<file path="config.mk">
export PLATFORM = sky130hd
export DESIGN_NAME = uart_tx_arb
export DESIGN_NICKNAME = d
export VERILOG_FILES = /design/src/rtl/uart_arb_pkg.sv /design/src/rtl/sync_fifo8.sv /design/src/rtl/uart_tx_arb.sv
export SDC_FILE = /design/constraint.sdc
export NUM_CORES = 1
export LEC_CHECK = 0
export ABC_AREA = 1
export CORE_ASPECT_RATIO = 2
export CORE_MARGIN = 4
export CORE_UTILIZATION = 46
export CTS_CLUSTER_DIAMETER = 40
export DETAILED_ROUTE_END_ITERATION = 6
export SYNTH_ARGS = -nofsm -noshare
export SYNTH_HDL_FRONTEND = slang
export SYNTH_SLANG_ARGS = --single-unit
</file>
<file path="constraint.sdc">
create_clock -name clk -period 5.78 [get_ports clk]
set_clock_uncertainty 0.1 [all_clocks]
set_input_delay 0.578 -clock clk [delete_from_list [all_inputs] [get_ports clk]]
set_output_delay 0.578 -clock clk [all_outputs]
set_load 0.01 [all_outputs]
</file>
<file path="src/rtl/uart_arb_pkg.sv">
// Shared constants and state encoding for the uart_tx_arb transmit scheduler.
package uart_arb_pkg;

   localparam int unsigned HOLD_CYCLES = 2;
   localparam logic [1:0]  HOLD_LAST   = 2'(HOLD_CYCLES - 1);

   localparam logic SRC_A = 1'b0;
   localparam logic SRC_B = 1'b1;

   typedef enum logic [1:0] {
      IDLE,
      HOLD,
      DRAIN
   } state_e;

endpackage

</file>
<file path="src/rtl/sync_fifo8.sv">
// Byte-wide synchronous FIFO with binary pointers carrying one extra wrap bit.
module sync_fifo8 #(
   parameter int unsigned DEPTH = 8
) (
   input  logic       clk,
   input  logic       reset,
   input  logic       push,
   input  logic [7:0] din,
   input  logic       pop,
   output logic [7:0] dout,
   output logic       empty,
   output logic       full
);
   localparam int unsigned AW       = $clog2(DEPTH);
   localparam logic [AW:0] PTR_ONE  = (AW+1)'(1);
   localparam logic [AW:0] PTR_FULL = (AW+1)'(DEPTH);

   logic [AW:0] wptr_q, wptr_d;
   logic [AW:0] rptr_q, rptr_d;
   logic [7:0]  mem_q [DEPTH];
   logic        do_push;
   logic        do_pop;

   // Fullness is judged on the pre-pop pointers, so a push to a full FIFO
   // is dropped even when the same cycle pops it.
   always_comb begin
      full    = (wptr_q ^ rptr_q) == PTR_FULL;
      empty   = (wptr_q == rptr_q);
      do_push = push & ~full;
      do_pop  = pop & ~empty;
      wptr_d  = do_push ? wptr_q + PTR_ONE : wptr_q;
      rptr_d  = do_pop  ? rptr_q + PTR_ONE : rptr_q;
      dout    = mem_q[rptr_q[AW-1:0]];
   end

   always_ff @(posedge clk or posedge reset) begin
      if (reset) begin
         wptr_q <= '0;
         rptr_q <= '0;
      end else begin
         wptr_q <= wptr_d;
         rptr_q <= rptr_d;
      end
   end

   always_ff @(posedge clk) begin
      if (do_push) mem_q[wptr_q[AW-1:0]] <= din;
   end

endmodule

</file>
<file path="src/rtl/uart_tx_arb.sv">
// Two-source transmit scheduler feeding the single buart transmitter.
// Define UART_TX_ARB_PRIO_EN for strict A-over-B priority; default is round-robin.
module uart_tx_arb
   import uart_arb_pkg::*;
#(
   parameter int unsigned DEPTH = 8
) (
   input  logic       clk,
   input  logic       reset,
   input  logic       a_wr,
   input  logic [7:0] a_data,
   output logic       a_full,
   output logic       a_ovf,
   input  logic       b_wr,
   input  logic [7:0] b_data,
   output logic       b_full,
   output logic       b_ovf,
   input  logic       ovf_clr,
   output logic       tx_wr,
   output logic [7:0] tx_data,
   input  logic       tx_busy,
   output logic       idle
);
   state_e     state_q, state_d;
   logic [1:0] hold_q, hold_d;
   logic       tx_wr_q, tx_wr_d;
   logic [7:0] tx_data_q, tx_data_d;
   logic       a_ovf_q, a_ovf_d;
   logic       b_ovf_q, b_ovf_d;
   logic       a_pop, b_pop;
   logic       a_empty, b_empty;
   logic [7:0] a_dout, b_dout;
   logic       sel;
`ifndef UART_TX_ARB_PRIO_EN
   logic       last_q, last_d;
`endif

   sync_fifo8 #(.DEPTH(DEPTH)) u_fifo_a (
      .clk   (clk),
      .reset (reset),
      .push  (a_wr),
      .din   (a_data),
      .pop   (a_pop),
      .dout  (a_dout),
      .empty (a_empty),
      .full  (a_full)
   );

   sync_fifo8 #(.DEPTH(DEPTH)) u_fifo_b (
      .clk   (clk),
      .reset (reset),
      .push  (b_wr),
      .din   (b_data),
      .pop   (b_pop),
      .dout  (b_dout),
      .empty (b_empty),
      .full  (b_full)
   );

   always_comb begin
      sel = SRC_A;
`ifdef UART_TX_ARB_PRIO_EN
      if (a_empty) sel = SRC_B;
`else
      if (a_empty) sel = SRC_B;
      else if (!b_empty && last_q == SRC_A) sel = SRC_B;
`endif
   end

   always_comb begin
      state_d   = state_q;
      hold_d    = hold_q;
      tx_wr_d   = 1'b0;
      tx_data_d = tx_data_q;
      a_pop     = 1'b0;
      b_pop     = 1'b0;
`ifndef UART_TX_ARB_PRIO_EN
      last_d    = last_q;
`endif
      a_ovf_d   = (a_ovf_q & ~ovf_clr) | (a_wr & a_full);
      b_ovf_d   = (b_ovf_q & ~ovf_clr) | (b_wr & b_full);

      case (state_q)
         IDLE: begin
            if (!tx_busy && (!a_empty || !b_empty)) begin
               a_pop     = (sel == SRC_A);
               b_pop     = (sel == SRC_B);
               tx_data_d = (sel == SRC_A) ? a_dout : b_dout;
               tx_wr_d   = 1'b1;
               hold_d    = '0;
               state_d   = HOLD;
`ifndef UART_TX_ARB_PRIO_EN
               last_d    = sel;
`endif
            end
         end
         // tx_busy is ignored here to ride out buart's busy-rise latency.
         HOLD: begin
            if (hold_q == HOLD_LAST) state_d = DRAIN;
            else                     hold_d  = hold_q + 2'd1;
         end
         DRAIN: begin
            if (!tx_busy) state_d = IDLE;
         end
         default: state_d = IDLE;
      endcase
   end

   always_ff @(posedge clk or posedge reset) begin
      if (reset) begin
         state_q   <= IDLE;
         hold_q    <= '0;
         tx_wr_q   <= 1'b0;
         tx_data_q <= '0;
         a_ovf_q   <= 1'b0;
         b_ovf_q   <= 1'b0;
`ifndef UART_TX_ARB_PRIO_EN
         last_q    <= SRC_B;
`endif
      end else begin
         state_q   <= state_d;
         hold_q    <= hold_d;
         tx_wr_q   <= tx_wr_d;
         tx_data_q <= tx_data_d;
         a_ovf_q   <= a_ovf_d;
         b_ovf_q   <= b_ovf_d;
`ifndef UART_TX_ARB_PRIO_EN
         last_q    <= last_d;
`endif
      end
   end

   assign tx_wr   = tx_wr_q;
   assign tx_data = tx_data_q;
   assign a_ovf   = a_ovf_q;
   assign b_ovf   = b_ovf_q;
   assign idle    = a_empty & b_empty & (state_q == IDLE);

endmodule

</file>
==> results.json, run 1 <==
{
  "outcome": "finished clean",
  "diodes": 0,
  "rsz0062_at_grt": "no",
  "via_per_inst": 4.97,
  "vias": 5063,
  "grt_first_pass_wirelength_microns": 27600,
  "hpwl_microns": 13500,
  "r2r_end": "u_fifo_b.mem_q[6][5]",
  "critPathCaptureType": "output pin",
  "area_growth_pct": 14.6,
  "min_path_cells": 2,
  "wl_per_cell_microns": 17.4,
  "htreeDepth": 4,
  "fin_crit_sh": 0.579,
  "nets": 831,
  "dr.first_iter.drc_count": 253,
  "clk_latency_ns": 0.42,
  "power_switching_mw": 1.72,
  "clk_pin_slew_ns": 0.06,
  "clockPowerShare": 0.255,
  "post_cts_resized": 0,
  "reg2reg_from": "u_fifo_b.rptr_q[0]",
  "min_path_type": "register to register",
  "arrival_ns": 2.67,
  "finalSetupViolations": 0,
  "cts_buffers": 17,
  "overflow": 0,
  "dieArea_sq_um": 18100,
  "crit_type": "register to output pin",
  "synth.avg_cell_area_sq_um": 9.48,
  "synthDistinctLibCells": 31,
  "finalPower_mw": 4.42,
  "synth_cells": 773,
  "yosysTopAreaCell": "edfxtp_1",
  "placementRows": 65,
  "p_leak_nw": 3.78,
  "cap_violations": 0,
  "die_h_microns": 186,
  "syn_area_sq_um": 7330,
  "fin_area_sq_um": 8400,
  "ioPinCount": 36,
  "cp_max_fo": 25,
  "dpl.cell_count": 986,
  "synthesis.nets": 800,
  "coreArea_sq_um": 15700,
  "irDropWorstVdd_mv": 0.284,
  "drt_first_pass_iters": 4,
  "drv_slew": 0,
  "cts_root_buffer": "clkbuf_16",
  "clk_path_buf_depth": 2,
  "synth_top_area_frac": 0.525,
  "reg2reg_slack_ns": 2.68,
  "power_density_nw_per_um2": 527,
  "combPwrFrac": 0.364,
  "io_buffers": 35,
  "yosysWarnings": 0,
  "yosys-top-cells-area": "edfxtp_1, nand2_1, dfrtp_1",
  "tightest_slew_ns": 1.06,
  "ctsHoldBuffers": 0,
  "drive_gt1_frac": 0.0820,
  "place_area_sq_um": 7800,
  "cts_tree": "built",
  "max_slew_margin": 0.290,
  "antenna_found_initial": 0,
  "holdPathEnd": "tx_data[2]",
  "p_int_mw": 2.70,
  "period_needed_ns": 3.34,
  "grt_max_degree": 38,
  "hp-start": "tx_data[2]",
  "pwr-share-seq": 0.381,
  "instances_no_fill": 1018,
  "start_util": 0.467,
  "ant_nets": 0,
  "fmax_mhz": 299,
  "final_cell_mix": "nand2_1, edfxtp_1, inv_1",
  "grt_pass1_vias": 5334,
  "rr_worst_depth": 10,
  "wl_microns": 17700,
  "gp_congestion": 0.884,
  "final_common_cell": "nand2_1",
  "synth.yosys.seq_area_share": 0.634,
  "fillCellCount": 1419,
  "die_x_microns": 97.2,
  "ys_ff_latch": 160,
  "drc": 0,
  "grt_util_all_layers": 0.203,
  "hold_violations": 0,
  "cts_setup_buffers": 0,
  "crit_required_ns": 5.10,
  "clock_sinks": 160,
  "setup_tns_ns": 0,
  "critPathLaunchType": "register",
  "switching_share": 0.389
}
-- worst max-delay path, cell delays in order, from the launching register on --
cell             delay (ns)
dfrtp_1                0.60
buf_4                  0.35
nand2_1                0.10
nand2_1                0.09
nand2_2                0.11
nor2_8                 0.16
nand2_2                0.09
nor3_1                 0.17
clkdlybuf4s50_1        0.57
-- kinds of logic after synthesis --
kind of cell	count (synthesis)	share of synthesized area
AND/OR/NAND/NOR	445	0.252
flip-flops	160	0.634
buffers and inverters	124	0.0717
AO/OA/AOI/OAI	32	0.0251
XOR/XNOR	7	0.00837
adder cells (fa/ha/maj)	5	0.00854
-- layer usage --
layer / wire length (microns) / part of all wire / vias to the layer above / track usage
li1: - / - / 2503 / -
met2: 10500 / 0.59 / 113 / 0.411
met1: 5670 / 0.32 / 2398 / 0.177
met4: 1070 / 0.060 / 0 / 0.128
met5: 0 / 0 / - / 0
met3: 432 / 0.024 / 49 / 0.0288
-- registers in the layout, indices dropped and copies added, names as in the netlist --
| signal | count |
|---|---|
| tx_wr | 1 |
| u_fifo_b.wptr_q | 4 |
| b_ovf | 1 |
| last_q | 1 |
| a_ovf | 1 |
| tx_data | 8 |
| u_fifo_b.mem_q | 64 |
| u_fifo_a.wptr_q | 4 |
| state_q | 2 |
| u_fifo_a.rptr_q | 4 |
| hold_q | 2 |
| u_fifo_b.rptr_q | 4 |
| u_fifo_a.mem_q | 64 |
-- final cells by class --
cell class | count | area [sq um] | area share
clock buffer | 23 | 458 | 0.0545
clock inverter | 9 | 134 | 0.0159
inverter | 98 | 378 | 0.0450
multi-input combinational | 489 | 2160 | 0.257
sequential | 160 | 4650 | 0.553
tap | 201 | 251 | 0.0300
timing repair buffer | 38 | 373 | 0.0444
-- synthesized netlist by cell type --
cell	instances
nand2_1	346
edfxtp_1	128
inv_1	83
nand3_1	50
dfrtp_1	31
nor2_1	27
o21ai_0	21
inv_2	12
clkbuf_1	10
nand2_2	10
o21bai_1	8
buf_2	7
xor2_1	7
ha_1	5
buf_6	4
buf_4	3
buf_1	2
inv_4	2
nand2_4	2
nor2_2	2
nor2_4	2
nor3_1	2
a21oi_1	1
a21oi_2	1
clkinv_4	1
dfstp_2	1
nand2_8	1
nand3_4	1
nor2_8	1
nor3_2	1
o21ai_1	1
-- power groups by stage --
| stage | registers, mW | logic (mW) | clock network (mW) |
|---|---|---|---|
| 6_report | 1.69 | 1.61 | 1.13 |
| 5_1_grt | 1.72 | 1.82 | 1.19 |
| 4_1_cts | 1.69 | 1.63 | 1.15 |
| 3_5_place_dp | 1.71 | 1.62 | 0 |
| 3_3_place_gp | 1.70 | 1.60 | 0 |
| 2_1_floorplan | 1.63 | 1.24 | 0 |
-- worst max-delay path by stage --
stage / slack, ns / depth (start not counted) / end / from
after floorplan: 3.53 / 10 / u_fifo_b.mem_q[6][0] / u_fifo_b.rptr_q[0]
after global placement: 2.85 / 10 / u_fifo_b.mem_q[6][4] / u_fifo_b.rptr_q[0]
after detailed placement: 2.68 / 10 / u_fifo_b.mem_q[6][5] / u_fifo_b.rptr_q[0]
after CTS: 2.38 / 9 / idle / u_fifo_b.rptr_q[0]
after global routing: 2.17 / 9 / idle / u_fifo_b.rptr_q[0]
final: 2.44 / 8 / idle / u_fifo_a.rptr_q[0]
-- stage by stage --
stage	hold WS [ns]	util	setup WS, ns
5_1_grt	0.408	0.535	2.17
3_5_place_dp	0.369	0.497	2.68
2_1_floorplan	0.355	-	3.53
3_3_place_gp	0.375	0.497	2.85
6_report	0.382	0.535	2.44
4_1_cts	0.384	0.535	2.38
Power figures use the tool's default switching activity.
==> run 2, diff against run 1 <==
==> constraint.sdc (replaced) <==
create_clock -name clk -period 3.3 [get_ports clk]
set_clock_uncertainty 0.1 [all_clocks]
set_input_delay 0.33 -clock clk [delete_from_list [all_inputs] [get_ports clk]]
set_output_delay 0.33 -clock clk [all_outputs]
set_load 0.01 [all_outputs]
==> run 2 against run 1 <==
Against the previous run:
- wire length is 5.1% lower
- flip-flop and latch count stayed put
- via count is 0.34% lower
- hold slack worse by 0.17 ns
- clock power is 64% higher
- non-clock buffer count is 9 higher
- highest routed layer unchanged
- final cell count is 0.88% higher
- combinational power is 83% higher
- cell area is 0.43% higher
- utilization is 0.23 points higher
==> results.json, run 2 (same netlist as run 1, synthesis figures left out) <==
{
  "die_x_microns": 97.2,
  "die_h_microns": 186,
  "grt_first_pass_wirelength_microns": 27100,
  "cts_buffers": 17,
  "drt_first_pass_iters": 5,
  "fin_area_sq_um": 8430,
  "rr_worst_depth": 8,
  "rsz0062_at_grt": "no",
  "dieArea_sq_um": 18100,
  "fin_crit_sh": 0.890,
  "clk_path_buf_depth": 2,
  "hold_violations": 0,
  "cts_setup_buffers": 0,
  "drc": 0,
  "gp_congestion": 0.951,
  "vias": 5046,
  "fillCellCount": 1364,
  "cts_tree": "built",
  "grt_max_degree": 36,
  "startpoint": "u_fifo_b.rptr_q[1]",
  "p_leak_nw": 3.83,
  "htreeDepth": 4,
  "clock_sinks": 160,
  "overflow": 0,
  "critPathCaptureType": "output pin",
  "antenna_found_initial": 0,
  "setup_tns_ns": 0,
  "cp_max_fo": 21,
  "grt_util_all_layers": 0.196,
  "io_buffers": 35,
  "clk_latency_ns": 0.42,
  "clk_pin_slew_ns": 0.06,
  "fmax_mhz": 341,
  "regArea_sq_um": 4650,
  "crit_type": "register to output pin",
  "grt_pass1_vias": 5244,
  "ant_nets": 0,
  "pwr-share-seq": 0.377,
  "drv_slew": 0,
  "clockPowerShare": 0.241,
  "combPwrFrac": 0.382,
  "coreArea_sq_um": 15700,
  "cap_violations": 0,
  "multi_input_area_sq_um": 2160,
  "drive_gt1_frac": 0.0956,
  "final_core_util": 0.537,
  "final_common_cell": "nand2_1",
  "start_util": 0.467,
  "period_needed_ns": 2.94,
  "crit_required_ns": 2.87,
  "via_per_inst": 4.91,
  "outcome": "finished clean",
  "wl_microns": 16800,
  "min_path_type": "input port to asynchronous set/reset pin",
  "ioPinCount": 36,
  "cts_root_buffer": "clkbuf_16",
  "fin_ws_ns": 0.363,
  "nets": 840,
  "area_growth_pct": 15.1,
  "ctsHoldBuffers": 0,
  "critPathLaunchType": "register",
  "tightest_slew_ns": 0.926,
  "reg2reg_from": "u_fifo_b.rptr_q[1]",
  "dpl.cell_count": 995,
  "max_slew_margin": 0.381,
  "hpwl_microns": 12700,
  "reg2reg_slack_ns": 0.76,
  "wl_per_cell_microns": 16.4,
  "dr.first_iter.drc_count": 254,
  "place_area_sq_um": 7870,
  "place_ws_ns": 0.762,
  "diodes": 0,
  "post_cts_resized": 0,
  "irDropWorstVdd_mv": 0.511,
  "finalSetupViolations": 0,
  "switching_share": 0.399,
  "power_switching_mw": 3.07,
  "instances_no_fill": 1027,
  "p_int_mw": 4.62,
  "power_density_nw_per_um2": 912,
  "arrival_ns": 2.51,
  "final_cell_mix": "nand2_1, edfxtp_1, inv_1",
  "placementRows": 65
}
## run 2: cell count changes in the layout (fill, tap and decap cells not counted), sizes merged
cell,delta
buf,+9
clkbuf,-6
clkinv,+6
inv,+4
bufinv,-2
clkinvlp,-2
## run 2: final timing paths
kind / endpoint
max: idle
min: b_ovf
max reg2reg: u_fifo_b.mem_q[3][1]
min reg2reg: tx_data[6]
max in group asynchronous: last_q
min in group clk: tx_data[6]
## run 2: layer usage
metal	track usage	up-vias	wire length, microns
met5	0	-	0
met4	0.117	0	696
met3	0.0348	36	409
met2	0.387	103	10100
met1	0.178	2382	5550
li1	-	2525	-
## run 2: worst max-delay path, cell delays in order (launching register included)
cell             delay (ns)
dfrtp_1                0.62
inv_2                  0.14
buf_4                  0.20
nand2_1                0.06
nand2_1                0.06
nand2_1                0.05
nor2_1                 0.13
nand2_2                0.10
nor3_1                 0.13
clkdlybuf4s50_1        0.57
## run 2: cell type report
cell class / count / share of cell area
Sequential cell: 160 / 0.551
Clock buffer: 17 / 0.0505
Multi-Input combinational cell: 489 / 0.256
Timing Repair Buffer: 47 / 0.0522
Tap cell: 201 / 0.0298
Clock inverter: 15 / 0.0160
Inverter: 98 / 0.0448
## run 2: power by group through the flow
| stage | combinational, mW | sequential [mW] | clock (mW) |
|---|---|---|---|
| after floorplan | 2.17 | 2.85 | 0 |
| after global routing | 3.33 | 2.94 | 1.99 |
| final | 2.94 | 2.90 | 1.85 |
| after CTS | 2.97 | 2.90 | 1.89 |
| after global placement | 2.91 | 2.92 | 0 |
| after detailed placement | 2.95 | 2.94 | 0 |
## run 2: metrics by stage
step	power (mW)	hold slack [ns]
2_1_floorplan	5.01	0.326
3_3_place_gp	5.83	0.376
3_5_place_dp	5.89	0.375
4_1_cts	7.76	0.219
5_1_grt	8.27	0.255
6_report	7.69	0.212
